File: config.mk
export PLATFORM = sky130hd
export DESIGN_NAME = seq_priority_decoder_flat
export DESIGN_NICKNAME = d
export VERILOG_FILES = /design/src/rtl/seq_priority_decoder_if.sv /design/src/rtl/seq_priority_decoder.sv /design/src/flat_wrapper.sv
export SDC_FILE = /design/constraint.sdc
export NUM_CORES = 1
export LEC_CHECK = 0
export CAP_MARGIN = 20
export CORE_MARGIN = 10
export CORE_UTILIZATION = 51
export CTS_CLUSTER_DIAMETER = 80
export DETAILED_ROUTE_END_ITERATION = 10
export GPL_ROUTABILITY_DRIVEN = 0
export PLACE_DENSITY = 0.74
export SETUP_SLACK_MARGIN = 0.15
export SKIP_CTS_REPAIR_TIMING = 1
export SYNTH_ARGS = -nofsm -noshare
export SYNTH_HDL_FRONTEND = slang
export SYNTH_SLANG_ARGS = --single-unit
File: constraint.sdc
create_clock -name clk -period 1.7 [get_ports clk]
set_input_delay 0.425 -clock clk [delete_from_list [all_inputs] [get_ports clk]]
set_output_delay 0.425 -clock clk [all_outputs]
set_load 0.1 [all_outputs]
File: src/rtl/seq_priority_decoder_if.sv
// Valid/ready link carrying a 2-bit priority code from the encoder to the decoder.
// Latency: none, plain wires.
// Backpressure: the source holds in_valid/in1/in0 stable until it sees in_ready high at a clock edge.
interface seq_priority_decoder_if;
    logic in_valid;
    logic in1;
    logic in0;
    logic in_ready;

    modport master (output in_valid, in1, in0, input in_ready);
    modport slave  (input in_valid, in1, in0, output in_ready);
endinterface

File: src/rtl/seq_priority_decoder.sv
// Buffers 2-bit priority codes and replays each one as a HOLD_CYCLES-wide one-hot grant plus a 1-cycle gap.
// Latency: a code accepted at edge E0 into an empty, idle block shows its grant after edge E0+1.
// Backpressure: in_ready drops while FIFO_DEPTH codes are buffered; null code 00 is always sunk.
module seq_priority_decoder #(
    parameter int HOLD_CYCLES = 4,
    parameter int FIFO_DEPTH  = 4
) (
    input  logic                   clk,
    input  logic                   rst_n,
    seq_priority_decoder_if.slave  code,
    output logic                   out2,
    output logic                   out1,
    output logic                   out0,
    output logic                   busy
);
    localparam int AW = $clog2(FIFO_DEPTH);
    localparam int CW = AW + 1;
    localparam logic [CW-1:0] FULL      = CW'(FIFO_DEPTH);
    localparam logic [3:0]    HOLD_LOAD = 4'(HOLD_CYCLES - 1);

    typedef enum logic [1:0] {
        IDLE  = 2'd0,
        GRANT = 2'd1,
        GAP   = 2'd2
    } state_t;

    state_t        state, state_next;
    logic [1:0]    mem [FIFO_DEPTH];
    logic [AW-1:0] wr_ptr, rd_ptr;
    logic [CW-1:0] count, count_next;
    logic [2:0]    grant, grant_next;
    logic [3:0]    hold, hold_next;
    logic [1:0]    in_code;
    logic          ready;
    logic          push;
    logic          pop;

    // Codes are stored raw; the one-hot form only exists in the grant register.
    function automatic logic [2:0] decode(input logic [1:0] c);
        case (c)
            2'b01:   decode = 3'b001;
            2'b10:   decode = 3'b010;
            2'b11:   decode = 3'b100;
            default: decode = 3'b000;
        endcase
    endfunction

    assign in_code       = {code.in1, code.in0};
    // Full-only check on the registered count: a pop never makes room in the same cycle.
    assign ready         = (count != FULL);
    assign code.in_ready = ready;
    // Null code completes the handshake but is never stored.
    assign push          = code.in_valid && ready && (in_code != 2'b00);

    assign {out2, out1, out0} = grant;

    // Occupancy after this edge's push/pop; simultaneous push and pop cancel out.
    always_comb begin
        count_next = count;
        if (push && !pop) begin
            count_next = count + CW'(1);
        end else if (pop && !push) begin
            count_next = count - CW'(1);
        end
    end

    // FIFO storage, pointers and occupancy; pointers wrap naturally at FIFO_DEPTH.
    always_ff @(posedge clk or negedge rst_n) begin
        if (!rst_n) begin
            wr_ptr <= '0;
            rd_ptr <= '0;
            count  <= '0;
            for (int i = 0; i < FIFO_DEPTH; i++) begin
                mem[i] <= 2'b00;
            end
        end else begin
            if (push) begin
                mem[wr_ptr] <= in_code;
                wr_ptr      <= wr_ptr + AW'(1);
            end
            if (pop) begin
                rd_ptr <= rd_ptr + AW'(1);
            end
            count <= count_next;
        end
    end

    // Grant sequencer: pop and load from IDLE or GAP, hold for HOLD_CYCLES, then one low cycle.
    always_comb begin
        state_next = state;
        grant_next = grant;
        hold_next  = hold;
        pop        = 1'b0;
        case (state)
            IDLE, GAP: begin
                if (count != '0) begin
                    pop        = 1'b1;
                    grant_next = decode(mem[rd_ptr]);
                    hold_next  = HOLD_LOAD;
                    state_next = GRANT;
                end else begin
                    grant_next = 3'b000;
                    state_next = IDLE;
                end
            end
            GRANT: begin
                if (hold == 4'd0) begin
                    grant_next = 3'b000;
                    state_next = GAP;
                end else begin
                    hold_next = hold - 4'd1;
                end
            end
            default: begin
                grant_next = 3'b000;
                hold_next  = 4'd0;
                state_next = IDLE;
            end
        endcase
    end

    // Sequencer state, grant and busy registers; reset drops the grants without a clock.
    always_ff @(posedge clk or negedge rst_n) begin
        if (!rst_n) begin
            state <= IDLE;
            grant <= 3'b000;
            hold  <= 4'd0;
            busy  <= 1'b0;
        end else begin
            state <= state_next;
            grant <= grant_next;
            hold  <= hold_next;
            busy  <= (state_next != IDLE) || (count_next != '0);
        end
    end
endmodule

File: src/flat_wrapper.sv
// flat-port wrapper written by rule: the top's interface ports become plain ports
module seq_priority_decoder_flat 
#(
    parameter int HOLD_CYCLES = 4,
    parameter int FIFO_DEPTH  = 4
)
  (clk, rst_n, out2, out1, out0, busy, code_in_valid, code_in1, code_in0, code_in_ready);
  seq_priority_decoder_if code_i ();
  input  logic clk;
  input  logic rst_n;
  output logic out2;
  output logic out1;
  output logic out0;
  output logic busy;
  input wire logic [$bits(code_i.in_valid)-1:0] code_in_valid;
  input wire logic [$bits(code_i.in1)-1:0] code_in1;
  input wire logic [$bits(code_i.in0)-1:0] code_in0;
  output wire logic [$bits(code_i.in_ready)-1:0] code_in_ready;
  assign code_i.in_valid = code_in_valid;
  assign code_i.in1 = code_in1;
  assign code_i.in0 = code_in0;
  assign code_in_ready = code_i.in_ready;
  seq_priority_decoder #(.HOLD_CYCLES(HOLD_CYCLES), .FIFO_DEPTH(FIFO_DEPTH)) u_core (.clk(clk), .rst_n(rst_n), .code(code_i), .out2(out2), .out1(out1), .out0(out0), .busy(busy));
endmodule
**Word level (Yosys, flattened, before mapping)**

Index checks and enable logic that the tools add are counted.

- Register bits: 25
- Bits of input ports: 5
- Output and inout bits: 5

- Reduce and logical (&&, ||, !) cells: 16
- Bitwise logic cells: 2
- Order comparisons: 3
- Mux-type cells: 20
- Equal/unequal tests: 9
- $add $sub $neg: 5

Operator list:

| operator | count |
|---|---|
| $mux 3 | 4 |
| $pmux 3 s3 | 1 |
| $bwmux 8 | 1 |
| $mux 2 | 4 |
| $mux 4 | 2 |
| $pmux 4 s2 | 1 |
| $eq 2x2->1 const B | 3 |
| $ge 3x3->1 const B | 2 |
| $not 2->3 | 2 |
| $pmux 3 s2 | 1 |
| $reduce_bool 3->1 | 2 |
| $logic_and 1x1->1 | 5 |
| $add 2x1->2 const B | 2 |
| $bmux 2 s2 | 1 |
| $demux 2 s2 | 1 |
| $eq 2x1->1 const B | 2 |
| $logic_not 4->1 | 1 |
| $ne 2x1->1 const B | 2 |
| $pmux 2 s2 | 1 |
| $reduce_bool 2->1 | 2 |
| $sub 4x1->4 const B | 1 |
| $add 3x1->3 const B | 1 |
| $lt 3x1->1 const B | 1 |
| $mux 1 | 3 |
| other kinds (8) | 9 |

**Depth between registers and ports, before layout**

- Word-level depth: 9
- Gate-level depth with buffers: 7
- Mapped depth without buffers: 7

**Worst setup path before layout**

No wires, ideal clock.

- Kind: register to register
- Start point: register u_core.count[1]
- End point: register u_core.busy
- Setup slack: -666 ps
- Setup time: 131 ps
- Arrival time: 2235 ps
- Stages on the path, launching flop included: 8
- Required time: 1569 ps
- Period minus slack after synthesis: 2366 ps
- Cells stage by stage: dfrtp_1 -> inv_1 -> ha_1 -> nand2_1 -> o2111ai_1 -> o31ai_2 -> xor2_1 -> or3_1

- Cells in the longest elaborated chain, start to end: 9
- Elaborated cells on any way between the ends: 19

RTL lines:

| what | line | text |
|---|---|---|
| start, declared | seq_priority_decoder.sv:30 | `logic [CW-1:0] count, count_next;` |
| start signal, assigned | seq_priority_decoder.sv:84 | `count <= count_next;` |
| $ne 3x3->1 (*) | seq_priority_decoder.sv:50 | `assign ready = (count != FULL);` |
| named net code_in_ready | flat_wrapper.sv:18 | `output wire logic [$bits(code_i.in_ready)-1:0] code_in_ready;` |
| $logic_and 1x1->1 (*) (2 in series) | seq_priority_decoder.sv:53 | `assign push = code.in_valid && ready && (in_code != 2'b00);` |
| $logic_not 1->1 | seq_priority_decoder.sv:62 | `end else if (pop && !push) begin` |
| $logic_and 1x1->1 | seq_priority_decoder.sv:62 |  |
| $mux 3 | seq_priority_decoder.sv:62 |  |
| $mux 3 (*) | seq_priority_decoder.sv:60 | `if (push && !pop) begin` |
| named net u_core.count_next[2] | seq_priority_decoder.sv:30 |  |
| $reduce_bool 3->1 (*) | seq_priority_decoder.sv:133 | `busy <= (state_next != IDLE) \|\| (count_next != '0);` |
| $logic_or 1x1->1 (*) | seq_priority_decoder.sv:133 |  |
| end signal, assigned | seq_priority_decoder.sv:133 |  |
| end, declared | seq_priority_decoder.sv:14 | `output logic busy` |

The timed path passes the listed nets; every way through them passes the cells marked *.
A chain may end at the register's enable or synchronous reset.

**Final worst setup path**

- Start point: register u_core.count[1]
- End point: register u_core.busy

- Cells in the longest elaborated chain, start to end: 9
- Elaborated cells on any way between the ends: 19

RTL lines:

| what | line |
|---|---|
| $ne 3x3->1 | seq_priority_decoder.sv:50 |
| $logic_and 1x1->1 (2 in series) | seq_priority_decoder.sv:53 |
| $logic_not 1->1 | seq_priority_decoder.sv:62 |
| $logic_and 1x1->1 | seq_priority_decoder.sv:62 |
| $mux 3 | seq_priority_decoder.sv:62 |
| $mux 3 (*) | seq_priority_decoder.sv:60 |
| named net u_core.count_next[1] | seq_priority_decoder.sv:30 |
| $reduce_bool 3->1 (*) | seq_priority_decoder.sv:133 |
| $logic_or 1x1->1 (*) | seq_priority_decoder.sv:133 |

Marks and branches as above.

==> impl_metrics.toml <==
[run_status]
violations = "negative setup slack"
status = "finished, violations left"

[power_and_ir_drop]
power_density_mw_per_mm2 = 2070
power_frac_comb = 0.606
clockPowerShare = 0.077
p_int_w = 0.00206
leakagePower_nw = 0.795
peakVddDrop_uv = 1410
pwr-share-seq = 0.317
switchingPower_w = 0.00154
p_total_w = 0.00360
switching_share = 0.427

[timing]
rsz0062_at_grt = "true"
slew_violations = 0
fin_crit_sh = 1.03
skew_ps = 1.79
min_period_ps = 1750
hold_viol_final = 0
timing.final.ws_setup_ps = -45.9
setup_viol = 3
worst_pin_slew_ps = 352
maxSlewHeadroom = 0.765
max_freq_ghz = 0.573

[synthesis]
synth_nets = 128
ys_top_cells_by_area = "dfrtp_1 (48%), ha_1 (8.7%), mux2_2 (5.2%)"
synth_edf_count = 0
synth-seq-cells = 25
seq_area_frac_synth = 0.482
synth_area_mm2 = 0.00130
synth_top_area_cell = "dfrtp_1"
syn_area_per_cell_um2 = 11.4
synth_top_area_frac = 0.482
synth-async-reset-ratio = 1.00
ys.flop_type = "dfrtp_1"
yosys_warnings = 0
ys_types = 34
syn_inst = 114

[clocking]
tritoncts = "yes"
clk_pin_slew_ps = 140
clkSinkCount = 25
clock_latency_ps = 330
cts.htree.levels = 1
numCtsBuffers = 3
cts_root_buf = "clkbuf_4"
clockBufferDepth = 2

[finish]
regArea_um2 = 628
fillers = 178
final_nets = 160
diodes = 0
fin_util = 0.708
drive_gt1_frac = 0.393
multi_input_area_um2 = 714
layoutNonFillerInstCount = 175
area_delta_synth_final_pct = 33.8

[place]
pre_cts_slack_ps = -593
place_hpwl_um = 1940
io_buffers = 9
dp.cells = 168

[routing]
dr.pass1.iters = 4
wl_um = 2580
viasPerCell = 5.26
drtIter0Drc = 33
route.met2.wl_um = 1440
wl_met3_um = 73
antenna_left = 0
top_layer = "met4"
wire_per_inst_um = 14.7
vias = 920
wl_met1_um = 1020
drc = 0

[floorplanning]
core_area_mm2 = 0.00245
initial_core_util = 0.529
io_pins = 10
dieArea_mm2 = 0.00497
rows = 18
dieHeight_um = 70.5
die_x_um = 70.5

[worst_setup_path]
crit_fanout = 3
cp_data_required_time_ps = 1920
worstSetupPathType = "reg2reg"
crit_path_start_kind = "register"
crit_arrival_ps = 1970
end_kind = "register"

[worst_hold_path]
hp-class = "in2async"

[grt]
grt_max_degree = 26
track_usage = 0.108
grt_pass1_vias = 987
grt_pass1_wl_um = 4400
overflow = 0
antenna_found_initial = 0

[flow_run]
cap_violations = 0
==> path summary, 6_finish.rpt <==
check	endpoint	cells after the start	start	slack, ps
min	u_core.hold[0]$_DFFE_PN0P_	2	rst_n	440
max	u_core.busy$_DFF_PN0_	6	u_core.count[1]$_DFF_PN0_	-50
max in group asynchronous	u_core.state[0]$_DFF_PN0_	2	rst_n	1000
min reg2reg	u_core.mem[0]$_DFFE_PN0P_	1	u_core.mem[0]$_DFFE_PN0P_	530
max reg2reg	u_core.busy$_DFF_PN0_	6	u_core.count[1]$_DFF_PN0_	-50
min in group clk	u_core.mem[5]$_DFFE_PN0P_	2	code_in1	460
==> synthesized netlist by cell type, drive strengths merged, types with 2 or more instances <==
library cell / instances
a21oi: 2
buf: 2
dfrtp: 25
ha: 9
inv: 7
mux2: 8
mux4: 2
nand2: 16
nor2: 6
nor2b: 2
nor3b: 2
o21ai: 9
xnor2: 5
xor2: 3
==> critical path, stage by stage, from the launching register on <==
cell and delay [ps]:
dfrtp_1 400, inv_2 60, ha_4 280, or3b_4 110, o221ai_2 80, a221o_1 350, or3_1 360
==> sequential cells by signal, summed over array words and instances (netlist names) <==
signal and flops:
u_core.mem 8, u_core.hold 4, u_core.count 3, u_core.grant 3, u_core.rd_ptr 2, u_core.state 2, u_core.wr_ptr 2, u_core.busy 1
==> power groups by stage <==
stage | registers [W] | logic (W) | clock network (W)
5_1_grt | 0.00118 | 0.00238 | 0.000322
6_report | 0.00114 | 0.00218 | 0.000279
4_1_cts | 0.00112 | 0.00200 | 0.000287
3_5_place_dp | 0.00113 | 0.00199 | 0
2_1_floorplan | 0.00125 | 0.00122 | 0
3_3_place_gp | 0.00112 | 0.00193 | 0
==> per-layer routing <==
| layer | track usage | vias up |
|---|---|---|
| met4 | 0.0417 | 0 |
| li1 | - | 454 |
| met3 | 0.0268 | 5 |
| met5 | 0 | - |
| met2 | 0.196 | 12 |
| met1 | 0.116 | 449 |
==> layout by cell type, fill, tap and decap left out, drive strengths merged <==
cell,synthesis,routed
a2111oi,1,1
a21oi,2,2
a221o,1,1
a32o,1,1
and2,1,1
buf,2,25
clkbuf,0,3
clkdlybuf4s50,0,1
clkinvlp,0,1
dfrtp,25,25
dlymetal6s2s,0,3
ha,9,9
inv,7,7
mux2,8,8
mux2i,1,1
mux4,2,2
nand2,16,16
nand3,1,1
nor2,6,6
nor2b,2,2
nor3,1,1
nor3b,2,2
o2111ai,1,1
o21a,1,1
o21ai,9,9
o221ai,1,1
o22ai,1,1
o31ai,1,1
or2,1,1
or2b,1,1
or3,1,1
or3b,1,1
xnor2,5,5
xor2,3,3
==> cells by family (layout without fill, tap and decap cells) <==
family | count (synthesis) | after routing | share of synthesized area
compound gates | 19 | 19 | 0.104
xor+xnor | 8 | 8 | 0.0540
fa+ha+maj | 9 | 9 | 0.0867
buf+inv | 9 | 40 | 0.0395
flops | 25 | 25 | 0.482
mux | 11 | 11 | 0.112
simple gates | 33 | 33 | 0.122
==> area by class of cell <==
class | count | area share
multi-input combinational | 80 | 0.411
sequential | 25 | 0.361
timing repair buffer | 29 | 0.174
tap | 30 | 0.0216
inverter | 7 | 0.0151
clock buffer | 3 | 0.0130
clock inverter | 1 | 0.00432
==> per-stage QoR <==
step           TNS [ps]  cell area [um^2]  hold slack, ps
2_1_floorplan     -68.7              1340             129
3_3_place_gp      -3970              1620             477
3_5_place_dp      -4610              1620             493
4_1_cts            -899              1650             453
5_1_grt            -733              1740             466
6_report          -93.8              1740             443
No activity file was read; power rests on OpenSTA's default activity.
